**src/rtl/regfile.sv**
```systemverilog
// Register file with two asynchronous read ports and one synchronous write port.
// x0 is hardwired to zero. A same-cycle write is bypassed to any matching read port.
module regfile #(
    parameter int DATA_WIDTH = 32,
    localparam int REG_BUS_WIDTH = $clog2(DATA_WIDTH),
    localparam int NUM_REGS = 2 ** REG_BUS_WIDTH
) (
    input  logic                     clk,
    input  logic                     rst,
    input  logic [REG_BUS_WIDTH-1:0] rs1,
    input  logic [REG_BUS_WIDTH-1:0] rs2,
    output logic [DATA_WIDTH-1:0]    rs1_data,
    output logic [DATA_WIDTH-1:0]    rs2_data,
    input  logic                     write_enable,
    input  logic [REG_BUS_WIDTH-1:0] rd,
    input  logic [DATA_WIDTH-1:0]    rd_data
);

    logic [DATA_WIDTH-1:0] regs [NUM_REGS];
    logic                  bypass;

    // NOTE: every entry is reset because contents must read zero after reset;
    // this keeps the array in flops rather than letting it map to a RAM macro.
    always_ff @(posedge clk) begin
        if (rst) begin
            for (int i = 0; i < NUM_REGS; i++) begin
                // NOTE: sequential state uses non-blocking assignment so every
                // flop samples pre-edge values regardless of statement order.
                regs[i] <= '0;
            end
        end else if (write_enable && rd != '0) begin
            regs[rd] <= rd_data;
        end
    end

    assign bypass = write_enable && !rst && (rd != '0);

    // Priority: reset/x0 force zero, then write-through, then stored value.
    always_comb begin
        // NOTE: outputs get an unconditional default first so no path leaves
        // them unassigned, which would otherwise infer a latch.
        rs1_data = regs[rs1];
        rs2_data = regs[rs2];
        if (bypass && rd == rs1) rs1_data = rd_data;
        if (bypass && rd == rs2) rs2_data = rd_data;
        if (rst || rs1 == '0) rs1_data = '0;
        if (rst || rs2 == '0) rs2_data = '0;
    end

endmodule

```
**config.mk**
```make
export PLATFORM = sky130hd
export DESIGN_NAME = regfile
export DESIGN_NICKNAME = d
export VERILOG_FILES = /design/src/rtl/regfile.sv
export SDC_FILE = /design/constraint.sdc
export NUM_CORES = 2
export LEC_CHECK = 0
export ABC_AREA = 1
export CAP_MARGIN = 20
export CORE_ASPECT_RATIO = 1.1
export CORE_MARGIN = 4
export CORE_UTILIZATION = 40
export CTS_CLUSTER_DIAMETER = 120
export DETAILED_ROUTE_END_ITERATION = 12
export HOLD_SLACK_MARGIN = 0.02
export MAX_ROUTING_LAYER = met4
export PLACE_DENSITY = 0.62
export SYNTH_ARGS = -nofsm -noshare
export SYNTH_HDL_FRONTEND = slang
export SYNTH_SLANG_ARGS = --single-unit
```
**constraint.sdc**
```tcl
create_clock -name clk -period 4.55 [get_ports clk]
set_input_delay 0.6825 -clock clk [delete_from_list [all_inputs] [get_ports clk]]
set_output_delay 0.6825 -clock clk [all_outputs]
set_load 0.02 [all_outputs]
```
Word-level counts from Yosys, hierarchy flattened
Memory sizes are Yosys's and may differ from the RTL's. Index checks and enable logic that the tools add are counted.

Memories: 1. Output and inout bits: 64. Flip-flop bits (word level): 0. Bits of input ports: 50. Word-level logic and storage cells: 27. Memory bits (writable): 1024.

Memories: regs (depth 32, width 32, read ports 2, clocked after memory_dff 0, write ports 32, line 19) `logic [DATA_WIDTH-1:0] regs [NUM_REGS];`.

Reductions and logical operators: 12. Equal/unequal tests: 2. Multiplexer cells: 12.

Operator list (count): 2-to-1 mux 32 bit (5); OR reduction 32 bit (1); == test 5 bit (2); zero test 5 bit (2); 2-to-1 mux 1 bit (6); logical AND 1 bit (5); 2-to-1 mux 5 bit (1); nonzero test 5 bit (1); logical OR 1 bit (2); zero test 1 bit (1).

Longest topological paths before layout
Depth in word-level cells: 7. Mapped depth: 13. Gate-level depth less buffers: 9.

Worst setup path before layout
No wires, ideal clock.

Path kind: input -> register. Start point: input rd[2]. End point: memory regs[12][0] (enable). Required time: 4072 ps. Arrival: 2349 ps. Slack: 1723 ps. Stages: 10. Setup time: 478 ps. Buffers on the path: 2. Cell sequence: buf_2 -> nor3_4 -> nand2_1 -> nand2_2 -> inv_2 -> nand2_1 -> inv_2 -> nand2_2 -> buf_2 -> nand2_1.

RTL lines: start, declared (line 15) `input logic [REG_BUS_WIDTH-1:0] rd,`; end, declared (line 19).

Worst setup path after layout
Start point: input rd[2]. End point: output rs1_data[18].

Word-level cells in the longest chain between the ends: 5. Elaborated cells between the ends (all ways): 6. Those cells by class: 1 x eq/ne; 2 x mux; 3 x reduce/logical.

Ends and longest elaborated chain: nonzero test 5 bit (line 36) `assign bypass = write_enable && !rst && (rd != '0);`; logical AND 1 bit (line 36); logical AND 1 bit * (line 44) `if (bypass && rd == rs1) rs1_data = rd_data;`; 2-to-1 mux 32 bit * (line 44); 2-to-1 mux 32 bit * (line 46) `if (rst || rs1 == '0) rs1_data = '0;`; end, declared (line 12) `output logic [DATA_WIDTH-1:0] rs1_data,`.

Every way passes the cells marked *; elsewhere a longest branch is shown, timed or not.

==> out/summary.txt <==
fin crit share: 96.4%
leakage power: 30.1 nW
drt drc: 0
FP Rows: 148
register area share after synthesis: 51.4%
commonest non-fill, non-tap cell in the layout: nand2_1
final worst slack: 0.165 ns
DP Area: 63,500 µm²
CP max FO: 17
relative slew slack: 39.4%
# IOs: 114
post-synthesis xor/xnor area fraction: 0.0878%
Slowest-stage cell, CP: clkdlybuf4s50_1
fraction of registers with async set/reset: 0%
HPWL after detailed placement: 141,000 µm
layout cell share with drive strength beyond 1: 6.30%
Cell Area, Synth: 59,900 µm²
CTS tree: built
gpl congestion: 0.910
Worst Hold Class: input pin to flop
FILL cells: 14,400
Power Density: 356 nW/µm²
Layout area overhead: 12.0%
final core occ: 45.2%
post-CTS resize count: 0
most frequent cells in the layout: 2,653 x nand2_1, 1,459 x nor2_1, 1,179 x nand3_1
max reg flops: 1,024
RSZ-0062 raised after global routing: no
Routed WL per cell: 24.7 µm
clock-pin slew on the worst setup and hold paths: 0.06 ns
CP delay by family, top: buffers and inverters
largest area contributor in the netlist: edfxtp_1
Hold Fails Final Rpt: 0
clock root buffer: clkbuf_16
Die Span X: 377 µm
dominant cells by area after synthesis: edfxtp_1 51%, nand2_1 17%, nand3_1 9.9%
CP Launch Type: input pin
fin area: 67,100 µm²
final setup vio count: 0
dominant synthesized flop cell: edfxtp_1
footprint of the multi-input gates: 23,700 µm²
Synth Area in Compound Gates: 2.60%
first-pass detailed-route iteration total: 9
Critical Path Max Stage Delay: 0.65 ns
Iter 0 DRT Violations: 9,024
I/O Buffers: 113
Post-synth EDFFs: 1,024
CP required: 3.87 ns
Most common cell on crit path: clkdlybuf4s50_1
TNS Setup: 0 ns
largest registers: regs: 1024 flops
DRT antenna net count: 0
first-pass GRT wire length: 353,000 µm
# Max-Cap Violations: 0
CTS Hold Buffers Added: 0
H-tree depth: 3
Fmax: 228 MHz
pins over their slew limit: 0
Total Routed Length: 248,000 µm
# Post-CTS Setup Buffers: 0
Cells after Synth: 8,116
Max IR drop VDD: 0.322 mV
via/cell ratio: 5.73
Final Critical Period: 4.39 ns
mux cell area share after synthesis: 0%
fraction of post-synthesis cell area in the top cell type by area: 51.4%
outcome: finished clean
DP Worst Slack: 0.268 ns
height of the die: 414 µm
grt total ovfl: 0
die area: 156,000 µm²
largest net degree at the start of global routing: 154
critical path type: input pin to output pin
Seq cells post-synth: 1,024
core area: 148,000 µm²
CP Cell Sequence: clkdlybuf4s50_1 -> inv_1 -> nand2_1 -> nand4_1 -> nor3_4 -> nand2_2 -> buf_4 -> a21oi_1 -> clkdlybuf4s50_1
Worst Tran Pin Value: 0.902 ns
CTS Buf Count: 115
GRT Total Usage: 31.8%
Post-Synth Adder-Cell Area: 0%
CP bufs+invs: 4
Biggest register: regs
Initial Util: 40.4%
Post-Synth Simple-Gate Area: 36.3%
Post-layout nets: 8,034
CTS Sinks: 1,024
main combinational cell family by area after synthesis: simple AND/OR/NAND/NOR gates
vias in the first global route: 53,500
critical path arrival: 3.70 ns
maximum clock insertion buffer count: 3
FF+latch area: 30,700 µm²
Distinct cells, synth: 23
initial antenna violation count: 11
via count: 57,500
Power Total: 23.8 mW
Synth warnings: 0
Avg Cell Area, Syn: 7.38 µm²
crit end category: output pin
per-layer routing:
layer	vias to the layer above	wire, µm	GRT usage, %
li1	25400	-	-
met1	27000	89700	39.1
met2	4265	109000	47.8
met3	901	34400	8.10
met4	0	15200	17.8
met5	-	0	-
cell usage after synthesis, types with 3 or more instances:
cell type / instances
buf_1: 72
inv_2: 6
clkbuf_1: 263
o211ai_1: 61
xnor2_1: 4
nor3_4: 4
buf_2: 297
o21ai_0: 91
inv_1: 785
buf_4: 4
nand3_1: 1179
edfxtp_1: 1024
nand4_1: 3
nor3_1: 7
nand2_1: 2711
a21oi_1: 128
nand2_2: 8
nor2_1: 1462
path summary, 6_finish.rpt:
| kind | start | to | slack [ns] | cells after the start |
|---|---|---|---|---|
| hold / removal | rst | regs[0][25] | 0.50 | 2 |
| setup / recovery | rd[2] | rs1_data[18] | 0.16 | 9 |
area by class of cell:
class / instances / area share (%)
diodes: 12 / 0.0448
clock buffers: 143 / 4.48
clock inverters: 71 / 0.862
inverters: 792 / 4.48
multi-input cells: 5694 / 35.3
flip-flops and latches: 1024 / 45.8
well taps: 1950 / 3.64
repair buffers: 357 / 5.38
through the flow:
stage          instances  hold WS (ns)
2_1_floorplan       8147         0.945
3_3_place_gp        9817          1.26
3_5_place_dp        9817          1.25
4_1_cts            10000         0.448
5_1_grt            10000         0.490
6_report           10000         0.497
cells by family (layout without fill, tap and decap cells):
group / Yosys count / count (layout)
other: 1 / 44
AOI/OAI and AO/OA: 280 / 280
xor gates and xnor gates: 6 / 6
DFF: 1024 / 1024
and+or+nand+nor: 5376 / 5376
buffers and inverters: 1429 / 1363
power breakdown:
part / switching [mW] / internal (mW) / leakage [nW]
registers: 0.218 / 10.9 / 9.75
clock network: 4.03 / 5.07 / 1.75
logic: 2.66 / 0.982 / 18.6
total: 6.90 / 16.9 / 30.1
(Power assumes the default switching activity.)
